[src/rtl/regsr_serial_reader_if.sv]
`default_nettype none
// ============================================================================
//  Module      : regsr_serial_reader_if
//  Description : Bus bundle between the set/reset register bank / host side
//                and the serial reader.
//                master modport : the side that requests frames and owns the bank
//                slave  modport : the serial reader itself
//  Signals     : start, reg_data     -> reader
//                busy, ser_frame, ser_data, ser_valid, done, clr <- reader
//  Revision    : 1.0  initial release
// ============================================================================
interface regsr_serial_reader_if #(
  parameter int WIDTH    = 8,
  parameter int NUM_REGS = 4
);
  localparam int N = WIDTH * NUM_REGS;

  logic         start;
  logic [N-1:0] reg_data;
  logic         busy;
  logic         ser_frame;
  logic         ser_data;
  logic         ser_valid;
  logic         done;
  logic [N-1:0] clr;

  modport master (
    output start, reg_data,
    input  busy, ser_frame, ser_data, ser_valid, done, clr
  );

  modport slave (
    input  start, reg_data,
    output busy, ser_frame, ser_data, ser_valid, done, clr
  );
endinterface
`default_nettype wire

[src/rtl/regsr_serial_reader.sv]
`default_nettype none
// ============================================================================
//  Module      : regsr_serial_reader
//  Description : Read side of the set/reset register bank. A start request
//                snapshots all NUM_REGS x WIDTH bank bits into a shadow shift
//                register, which is then streamed MSB-first as a framed serial
//                stream (CLK_DIV clocks per bit) while the bank keeps running.
//  Ports       : clk          single clock, posedge
//                global_reset synchronous, active-high
//                bus (slave)  start, reg_data in; busy, ser_frame, ser_data,
//                             ser_valid, done (registered), clr out
//  Config      : CLEAR_ON_READ_EN - when defined, clr pulses reg_data
//                (combinationally) in the capture cycle so the bank clears
//                exactly the bits that were reported; otherwise clr = 0.
//  Parameters  : WIDTH, NUM_REGS, CLK_DIV (>= 1)
//  Revision    : 1.0  initial release
// ============================================================================
module regsr_serial_reader #(
  parameter int WIDTH    = 8,
  parameter int NUM_REGS = 4,
  parameter int CLK_DIV  = 4
) (
  input  logic                  clk,
  input  logic                  global_reset,
  regsr_serial_reader_if.slave  bus
);

  localparam int N     = WIDTH * NUM_REGS;
  localparam int DIV_W = (CLK_DIV > 1) ? $clog2(CLK_DIV) : 1;
  localparam int BIT_W = (N > 1) ? $clog2(N) : 1;

  localparam logic [DIV_W-1:0] C_DIV_LAST = DIV_W'(CLK_DIV - 1);
  localparam logic [BIT_W-1:0] C_BIT_LAST = BIT_W'(N - 1);

  typedef enum logic [1:0] {
    ST_IDLE  = 2'd0,
    ST_SHIFT = 2'd1,
    ST_DONE  = 2'd2
  } state_e;

  state_e             state_q, state_d;
  logic [N-1:0]       shadow_q, shadow_d;
  logic [DIV_W-1:0]   div_q, div_d;
  logic [BIT_W-1:0]   bit_q, bit_d;
  logic               busy_q, busy_d;
  logic               frame_q, frame_d;
  logic               valid_q, valid_d;
  logic               done_q, done_d;

  // Next-state / next-output logic. Outputs are computed one cycle ahead so
  // that every output leaves a flop.
  always_comb begin
    state_d  = state_q;
    shadow_d = shadow_q;
    div_d    = div_q;
    bit_d    = bit_q;
    busy_d   = 1'b0;
    frame_d  = 1'b0;
    valid_d  = 1'b0;
    done_d   = 1'b0;

    case (state_q)
      ST_IDLE: begin
        if (bus.start) begin
          state_d  = ST_SHIFT;
          shadow_d = bus.reg_data;
          div_d    = '0;
          bit_d    = '0;
          busy_d   = 1'b1;
          frame_d  = 1'b1;
          valid_d  = 1'b1;
        end
      end

      ST_SHIFT: begin
        busy_d  = 1'b1;
        frame_d = 1'b1;
        if (div_q == C_DIV_LAST) begin
          // Bit period ends: expose the next bit at the shadow MSB. After the
          // last shift the shadow is all zeros, which keeps ser_data low in DONE.
          div_d    = '0;
          shadow_d = {shadow_q[N-2:0], 1'b0};
          if (bit_q == C_BIT_LAST) begin
            state_d = ST_DONE;
            frame_d = 1'b0;
            done_d  = 1'b1;
          end else begin
            bit_d   = bit_q + BIT_W'(1);
            valid_d = 1'b1;
          end
        end else begin
          div_d = div_q + DIV_W'(1);
        end
      end

      ST_DONE: begin
        state_d = ST_IDLE;
        bit_d   = '0;
      end

      default: begin
        state_d = ST_IDLE;
      end
    endcase
  end

  always_ff @(posedge clk) begin
    if (global_reset) begin
      state_q  <= ST_IDLE;
      shadow_q <= '0;
      div_q    <= '0;
      bit_q    <= '0;
      busy_q   <= 1'b0;
      frame_q  <= 1'b0;
      valid_q  <= 1'b0;
      done_q   <= 1'b0;
    end else begin
      state_q  <= state_d;
      shadow_q <= shadow_d;
      div_q    <= div_d;
      bit_q    <= bit_d;
      busy_q   <= busy_d;
      frame_q  <= frame_d;
      valid_q  <= valid_d;
      done_q   <= done_d;
    end
  end

  assign bus.busy      = busy_q;
  assign bus.ser_frame = frame_q;
  assign bus.ser_data  = shadow_q[N-1];
  assign bus.ser_valid = valid_q;
  assign bus.done      = done_q;

`ifdef CLEAR_ON_READ_EN
  // Clear exactly what is captured this cycle; a bit being set while still 0
  // sees clr=0, so it survives and is reported in the next frame.
  assign bus.clr = ((state_q == ST_IDLE) && bus.start && !global_reset) ? bus.reg_data : '0;
`else
  assign bus.clr = '0;
`endif

endmodule
`default_nettype wire

[src/flat_wrapper.sv]
// flat-port wrapper written by rule: the top's interface ports become plain ports
module regsr_serial_reader_flat 
#(
  parameter int WIDTH    = 8,
  parameter int NUM_REGS = 4,
  parameter int CLK_DIV  = 4
)
  (clk, global_reset, bus_start, bus_reg_data, bus_busy, bus_ser_frame, bus_ser_data, bus_ser_valid, bus_done, bus_clr);
  regsr_serial_reader_if #(.WIDTH(WIDTH), .NUM_REGS(NUM_REGS)) bus_i ();
  input  logic clk;
  input  logic global_reset;
  input wire logic [$bits(bus_i.start)-1:0] bus_start;
  input wire logic [$bits(bus_i.reg_data)-1:0] bus_reg_data;
  output wire logic [$bits(bus_i.busy)-1:0] bus_busy;
  output wire logic [$bits(bus_i.ser_frame)-1:0] bus_ser_frame;
  output wire logic [$bits(bus_i.ser_data)-1:0] bus_ser_data;
  output wire logic [$bits(bus_i.ser_valid)-1:0] bus_ser_valid;
  output wire logic [$bits(bus_i.done)-1:0] bus_done;
  output wire logic [$bits(bus_i.clr)-1:0] bus_clr;
  assign bus_i.start = bus_start;
  assign bus_i.reg_data = bus_reg_data;
  assign bus_busy = bus_i.busy;
  assign bus_ser_frame = bus_i.ser_frame;
  assign bus_ser_data = bus_i.ser_data;
  assign bus_ser_valid = bus_i.ser_valid;
  assign bus_done = bus_i.done;
  assign bus_clr = bus_i.clr;
  regsr_serial_reader #(.WIDTH(WIDTH), .NUM_REGS(NUM_REGS), .CLK_DIV(CLK_DIV)) u_core (.clk(clk), .global_reset(global_reset), .bus(bus_i));
endmodule
[config.mk]
export PLATFORM = sky130hd
export DESIGN_NAME = regsr_serial_reader_flat
export DESIGN_NICKNAME = d
export VERILOG_FILES = /design/src/rtl/regsr_serial_reader_if.sv /design/src/rtl/regsr_serial_reader.sv /design/src/flat_wrapper.sv
export SDC_FILE = /design/constraint.sdc
export NUM_CORES = 1
export LEC_CHECK = 0
export CAP_MARGIN = 20
export CORE_MARGIN = 10
export CORE_UTILIZATION = 47
export CTS_CLUSTER_SIZE = 16
export DETAILED_ROUTE_END_ITERATION = 12
export GPL_TIMING_DRIVEN = 0
export PLACE_DENSITY = 0.84
export REMOVE_ABC_BUFFERS = 1
export SKIP_LAST_GASP = 1
export SYNTH_ARGS = -nofsm -noshare
export SYNTH_HDL_FRONTEND = slang
export SYNTH_SLANG_ARGS = --single-unit
[constraint.sdc]
create_clock -name clk -period 2.4 [get_ports clk]
set_input_delay 0.24 -clock clk [delete_from_list [all_inputs] [get_ports clk]]
set_output_delay 0.24 -clock clk [all_outputs]
set_load 0.01 [all_outputs]
-- After elaboration in Yosys (flattened, before gate mapping)
Cells that the tools add are included.
- bits in registers: 45
- logic and storage cells: 50
- add/sub/neg operators: 2
- equality and inequality tests: 8
- muxes and demuxes: 22
- bitwise operators: 2
- reduce and logical (&&, ||, !) cells: 8
- operator list (kind ; count):
    2-to-1 mux 32 bit ; 2
    case mux 32 bit (2 select lines) ; 1
    2-to-1 mux 5 bit ; 3
    case mux 5 bit (3 select lines) ; 1
    2-to-1 mux 2 bit ; 5
    case mux 2 bit (2 select lines) ; 2
    case mux 1 bit (2 select lines) ; 3
    AND reduction 3 bit ; 2
    adder 5 x 1 -> 5 bit, second input constant ; 1
    == test 5 bit, second input constant ; 1
    2-to-1 mux 1 bit ; 5
    == test 2 bit, second input constant ; 2
    inequality test 2 x 1 -> 1 bit, second input constant ; 2
    inequality test 2 bit, second input constant ; 2
    AND reduction 4 bit ; 1
    nonzero test 3 bit ; 1
    OR reduction 3 bit ; 1
    adder 2 x 1 -> 2 bit, second input constant ; 1
    == test 2 x 1 -> 1 bit, second input constant ; 1
    logical NOT 2 bit ; 1
    inverter 1 bit ; 2
    AND reduction 2 bit ; 1
    nonzero test 2 bit ; 1

-- Longest topological paths before layout
Gate-level depths: netlist of run 1.
- depth after elaboration: 4
- mapped depth: 7
- gate-level depth less buffers: 6

-- Worst setup path before layout of run 1
Ideal clock, no wire load.
- path kind: register -> register
- start: register u_core.bit_q[0]
- end: register u_core.bit_q[3]
- arrival: 1583 ps
- data required time: 2309 ps
- setup slack: 726 ps
- cell stages (with the launch flop): 7
- path buffers: 0
- cells stage by stage: dfxtp_1 -> ha_1 -> and3_1 -> ha_1 -> and4bb_1 -> a41oi_1 -> a311oi_1
- cells in the longest elaborated chain, start to end: 4
- ends and longest elaborated chain (what ; RTL line ; RTL):
    start, declared ; regsr_serial_reader.sv:44 ; logic [BIT_W-1:0] bit_q, bit_d;
    start signal, assigned ; regsr_serial_reader.sv:121 ; bit_q <= bit_d;
    adder 5 x 1 -> 5 bit ; regsr_serial_reader.sv:88 ; bit_d = bit_q + BIT_W'(1);
    2-to-1 mux 5 bit ; regsr_serial_reader.sv:83 ; if (bit_q == C_BIT_LAST) begin
    2-to-1 mux 5 bit ; regsr_serial_reader.sv:78 ; if (div_q == C_DIV_LAST) begin
    case mux 5 bit (3 select lines) ; regsr_serial_reader.sv:62 ; case (state_q)
Several ways; a longest one is shown, not always the timed one. The select of a mux whose other input is x is not followed.
A chain may end at the register's enable or synchronous reset.

-- Worst setup path in the final report of run 1
Ends and elaborated chain as after synthesis.

==> flow_metrics.env, run 1 <==
export IMPL_h_tree_depth=2
export IMPL_max_stage_delay_ns=0.39
export IMPL_switching_share=0.264
export IMPL_crit_family="simple AND/OR/NAND/NOR gates"
export IMPL_vdd_ir_drop_max_uv=373
export IMPL_finalCriticalPeriod_ns=1.86
export IMPL_combPwrFrac=0.171
export IMPL_tightestPinTransition_ns=1.00
export IMPL_syn_area_per_cell_sq_um=9.54
export IMPL_async_flop_share=0
export IMPL_die_h_um=91.1
export IMPL_synth_top_area_frac=0.379
export IMPL_synth_area_leaders="dfxtp_1, mux2i_1, buf_4"
export IMPL_clk_pin_slew_ns=0.08
export IMPL_finish_utilization=0.560
export IMPL_grt_first_pass_wirelength_mm=7.99
export IMPL_synth_seq_cells=45
export IMPL_die_area_sq_um=8300
export IMPL_wl_per_cell_um=14.7
export IMPL_cts_setup_buffers=0
export IMPL_syn_area_sq_um=2370
export IMPL_slew_headroom=0.329
export IMPL_postCtsHoldBufs=0
export IMPL_critPathSlowestCell="and4bb_1"
export IMPL_drv_slew=0
export IMPL_worstSkewPairLatency_ns=0.30
export IMPL_die_w_um=91.1
export IMPL_grt_pass1_vias=1676
export IMPL_cts_sinks=45
export IMPL_clockBufferDepth=2
export IMPL_dp_hpwl_mm=3.36
export IMPL_area_delta_synth_final_pct=13.6
export IMPL_vias=1766
export IMPL_setup_viol=0
export IMPL_cts_tree="built"
export IMPL_crit_chain="ha_1 > and3_1 > ha_1 > and4bb_1 > a41oi_1 > a311oi_1"
export IMPL_cts_buffers_inserted=5
export IMPL_drt_wl_total_mm=4.96
export IMPL_synth_ff_type="dfxtp_1"
export IMPL_startpoint="u_core.bit_q[0]"
export IMPL_nets=309
export IMPL_dp_cells=330
export IMPL_hp_class="reg2reg"
export IMPL_overflow=0
export IMPL_cp_required_ns=2.61
export IMPL_ant_nets=0
export IMPL_r2r_end="u_core.bit_q[3]"
export IMPL_drt_first_pass_iters=4
export IMPL_drt_iter0_markers=139
export IMPL_crit_path_end_kind="register"
export IMPL_io_buffers=39
export IMPL_drc=0
export IMPL_core_rowCount=25
export IMPL_p_switching_w=0.000419
export IMPL_power_frac_clock=0.310
export IMPL_reg2reg_from="u_core.bit_q[0]"
export IMPL_worstSetupPathDepth=6
export IMPL_synth_yosys_warnings=0
export IMPL_rsz0062_at_grt="false"
export IMPL_clock_fmax_mhz=537
export IMPL_crit_path_max_fanout=5
export IMPL_arrival_ns=2.07
export IMPL_seq_power_share=0.520
export IMPL_netlist_instances=249
export IMPL_cap_violations=0
export IMPL_ys_types=34
export IMPL_cts_resized=0
export IMPL_p_per_area_nw_per_um2=588
export IMPL_timing_hold_ws_ns=0.503
export IMPL_ys_seq_area_frac=0.379
export IMPL_drive_above_1_share=0.0554
export IMPL_antenna_cells=0
export IMPL_via_per_inst=5.22
export IMPL_grt_max_degree=65
export IMPL_synth_top_cell_by_area="dfxtp_1"
export IMPL_critPathLaunchType="register"
export IMPL_endpoint="u_core.bit_q[3]"
export IMPL_r2r_slack_ns=0.54
export IMPL_period_share=0.776
export IMPL_finalNonFillerCells=338
export IMPL_reg2regPathDepth=6
export IMPL_fin_skew_ns=0.00537
export IMPL_critPathBufInv=0
export IMPL_hold_violations=0
export IMPL_outcome="completed"
export IMPL_grt_usage=0.112
export IMPL_cts_root_buffer="clkbuf_8"
export IMPL_place_congestion=0.731
export IMPL_crit_top_cell="ha_1"
export IMPL_antenna_found_initial=0
export IMPL_leakage_nw=1.12
export IMPL_criticalPathCategory="reg2reg"
export IMPL_initial_core_util=0.493
export IMPL_io_pins=72
export IMPL_p_int_w=0.00117
export IMPL_core_area_sq_um=4820
export IMPL_synth_edff_count=0
placed cells by master, fill, tap and decap left out, drive strengths merged, types with 2 or more instances in the layout:
master and n:
mux2i 31, a31oi 2, clkdlybuf4s50 38, clkbuf 6
nor3 3, conb 32, a311oi 32, nand3 4
nor2b 3, inv 3, buf 2, or3 2
a21oi 38, nand2 5, clkinv 2, nand2b 2
dfxtp 45, nand4 2, o21ai 4, ha 4
Yosys cell counts, types with 2 or more instances:
master	count
a21oi_1	38
mux2i_1	31
clkbuf_1	11
nand3_1	4
nor3_1	3
inv_2	2
o21ai_1	2
buf_4	39
buf_2	5
a31oi_1	2
nand4_1	2
or3_1	2
buf_6	2
a311oi_1	31
nand2_1	5
o21ai_0	2
dfxtp_1	45
ha_1	4
nand2b_1	2
nor2b_1	3
per-stage QoR:
step                instance area [sq um]  power (W)  TNS (ns)  worst slack, ns
finish                               2700    0.00159         0            0.538
global route                         2700    0.00167         0            0.338
CTS                                  2700    0.00160         0            0.532
detailed placement                   2600    0.00111         0            0.434
global placement                     2580    0.00111    -11.66           -0.451
floorplan                            2110    0.00100         0            0.133
power by group through the flow:
stage / Sequential, W / Clock (W) / Combinational (W)
CTS: 0.000825 / 0.000507 / 0.000270
finish: 0.000824 / 0.000491 / 0.000271
global placement: 0.000840 / 0 / 0.000266
floorplan: 0.000837 / 0 / 0.000166
detailed placement: 0.000842 / 0 / 0.000269
global route: 0.000832 / 0.000541 / 0.000299
tightest hold or removal path: cells and delay by family (launching register included):
kind | cells | cell delay [ns]
AO/OA/AOI/OAI | 1 | 0.05
flip-flops | 1 | 0.33
AND/OR/NAND/NOR | 1 | 0.07
flip-flops by register name (all words and copies together) (netlist names):
register              cells
u_core.div_q              2
u_core.state_q            2
u_core.bus.ser_frame      1
u_core.shadow_q          32
u_core.bus.done           1
u_core.bit_q              5
u_core.bus.busy           1
u_core.bus.ser_valid      1
worst min-delay path by stage:
stage | from | end | depth (start not counted)
after floorplan | global_reset | u_core.shadow_q[30] | 1
after global placement | u_core.bit_q[3] | u_core.bit_q[3] | 1
after detailed placement | u_core.bit_q[3] | u_core.bit_q[3] | 1
after CTS | u_core.bit_q[3] | u_core.bit_q[3] | 1
after global routing | u_core.bit_q[1] | u_core.bit_q[1] | 2
final | u_core.bit_q[4] | u_core.bit_q[4] | 2
area by class of cell:
type / instances / area [sq um]
repair buffers: 40 / 405
multi-input cells: 175 / 1200
fillers: 466 / 2120
clock buffers: 6 / 82.6
inverters: 3 / 11.3
well taps: 67 / 83.8
flip-flops and latches: 45 / 901
clock inverters: 2 / 13.8
routing by layer:
metal  global-route usage  routed length (um)
met5                    0                   0
met4               0.0326                  53
met3               0.0486                 372
met2                0.178                2250
met1                0.135                2280
kinds of logic after synthesis:
kind of cell	after synthesis	share of synthesized area
and+or+nand+nor	26	0.0643
DFF	45	0.379
muxes	32	0.137
buffers and inverters	60	0.165
adders and majority gates	4	0.0211
AOI/OAI and AO/OA	81	0.231
other	1	0.00158
Power figures use the tool's default switching activity.
==> run 2: changes to the inputs <==
Settings changed: CORE_UTILIZATION 47 to 42, PLACE_DENSITY 0.84 to 0.8.
Clock period 2.4 ns to 1.7 ns, I/O delays scaled along.
==> flow_metrics.env, run 2 (synthesis results as in run 1) <==
export IMPL_outcome="completed"
export IMPL_r2r_slack_ns=0.04
export IMPL_drv_slew=0
export IMPL_arrival_ns=1.86
export IMPL_seq_power_share=0.485
export IMPL_via_per_inst=5.27
export IMPL_die_h_um=95.2
export IMPL_drt_first_pass_iters=4
export IMPL_place_congestion=0.788
export IMPL_cts_root_buffer="clkbuf_8"
export IMPL_slew_headroom=0.465
export IMPL_tightestPinTransition_ns=0.802
export IMPL_clockBufferDepth=2
export IMPL_final_cell_mix="dfxtp_1, a21oi_1, clkdlybuf4s50_1, conb_1"
export IMPL_worstSkewPairLatency_ns=0.29
export IMPL_nets=316
export IMPL_r2r_end="u_core.bit_q[3]"
export IMPL_core_area_sq_um=5510
export IMPL_crit_top_cell="ha_4"
export IMPL_hold_violations=0
export IMPL_io_pins=72
export IMPL_core_rowCount=27
export IMPL_timing_hold_ws_ns=0.478
export IMPL_crit_chain="ha_4 > and3_4 > ha_4 > and4bb_2 > a41oi_2 > a311oi_1"
export IMPL_overflow=0
export IMPL_clk_pin_slew_ns=0.08
export IMPL_largest_registers="u_core.shadow_q (32), u_core.bit_q (5)"
export IMPL_largest_register_ffs=32
export IMPL_switching_share=0.247
export IMPL_combPwrFrac=0.169
export IMPL_cts_sinks=45
export IMPL_crit_path_max_fanout=5
export IMPL_setup_viol=0
export IMPL_vias=1843
export IMPL_drive_above_1_share=0.112
export IMPL_critPathSlowestCell="dfxtp_4"
export IMPL_cts_tree="built"
export IMPL_die_area_sq_um=9060
export IMPL_grt_usage=0.105
export IMPL_period_share=0.974
export IMPL_fin_skew_ns=0.00457
export IMPL_cts_buffers_inserted=5
export IMPL_vdd_ir_drop_max_uv=899
export IMPL_regMostFlops="u_core.shadow_q"
export IMPL_clock_fmax_mhz=604
export IMPL_reg2reg_from="u_core.bit_q[0]"
export IMPL_drc=0
export IMPL_antenna_cells=0
export IMPL_p_int_w=0.00181
export IMPL_finalCriticalPeriod_ns=1.66
export IMPL_grt_max_degree=65
export IMPL_dp_hpwl_mm=3.32
export IMPL_antenna_found_initial=0
export IMPL_max_stage_delay_ns=0.37
export IMPL_h_tree_depth=2
export IMPL_hold_end="u_core.bit_q[4]"
export IMPL_p_per_area_nw_per_um2=839
export IMPL_hp_class="in2reg"
export IMPL_wl_per_cell_um=15.2
export IMPL_ant_nets=0
export IMPL_fill_cells=533
export IMPL_power_frac_clock=0.346
export IMPL_crit_family="simple AND/OR/NAND/NOR gates"
export IMPL_reg2regPathDepth=6
export IMPL_regArea_sq_um=910
export IMPL_finish_utilization=0.520
export IMPL_p_switching_w=0.000594
export IMPL_die_w_um=95.2
export IMPL_postCtsHoldBufs=0
export IMPL_criticalPathCategory="reg2reg"
export IMPL_drt_wl_total_mm=5.34
export IMPL_initial_core_util=0.431
export IMPL_layout_commonest_cell="dfxtp_1"
export IMPL_drt_iter0_markers=148
export IMPL_critPathBufInv=0
export IMPL_leakage_nw=1.16
export IMPL_whs_path_depth=2
export IMPL_critPathLaunchType="register"
export IMPL_cp_required_ns=1.90
export IMPL_multi_input_area_sq_um=1270
export IMPL_grt_first_pass_wirelength_mm=7.80
export IMPL_area_delta_synth_final_pct=20.5
export IMPL_min_from="global_reset"
export IMPL_cap_violations=0
export IMPL_crit_path_end_kind="register"
export IMPL_io_buffers=39
export IMPL_grt_pass1_vias=1670
[run 2: worst max-delay path by stage]
| stage | startpoint | endpoint | depth (start not counted) |
|---|---|---|---|
| after CTS | u_core.bit_q[0] | u_core.bit_q[3] | 6 |
| after floorplan | u_core.state_q[1] | u_core.shadow_q[30] | 3 |
| after global placement | u_core.state_q[1] | u_core.shadow_q[20] | 3 |
| after detailed placement | bus_start | u_core.shadow_q[4] | 4 |
| final | u_core.bit_q[0] | u_core.bit_q[3] | 6 |
| after global routing | u_core.bit_q[0] | u_core.bit_q[3] | 6 |
[run 2: power groups by stage]
stage	Combinational, W	Sequential (W)	Clock, W
final	0.000407	0.00116	0.000830
after global routing	0.000445	0.00117	0.000907
after CTS	0.000396	0.00117	0.000859
after detailed placement	0.000383	0.00119	0
after global placement	0.000376	0.00119	0
after floorplan	0.000234	0.00118	0
[run 2: timing repair]
action / 4_1_cts / 5_1_grt
setup endpoints to repair: 35 / 35
buffers inserted: 3 / 3
pin swaps: 2 / 4
cloned: 0 / 1
gates resized for setup: 8 / 8
[run 2: layout make-up]
class                           count  area share
Clock buffer                        6      0.0288
Inverter                            3     0.00481
Sequential cell                    45       0.318
Timing Repair Buffer               46       0.160
Clock inverter                      2      0.0131
Tap cell                           72      0.0315
Multi-Input combinational cell    176       0.444
[run 2: metal layers]
layer,wire [um],GRT usage,share of wire,vias to the layer above
met3,531,0.0361,0.10,5
met5,0,0,0,-
met1,2380,0.141,0.45,847
met4,38,0.0337,0.0071,0
li1,-,-,-,927
met2,2380,0.153,0.45,64
[run 2: through the flow]
stage               setup TNS, ns  total power (W)  area [sq um]  setup slack [ns]  std cells
floorplan                  -17.64          0.00142          2110            -0.567        223
global placement           -39.22          0.00156          2590             -1.10        334
detailed placement          -5.34          0.00157          2620            -0.201        335
CTS                             0          0.00242          2790           0.00123        346
global route             -0.00898          0.00253          2860          -0.00898        350
finish                          0          0.00240          2860            0.0437        350
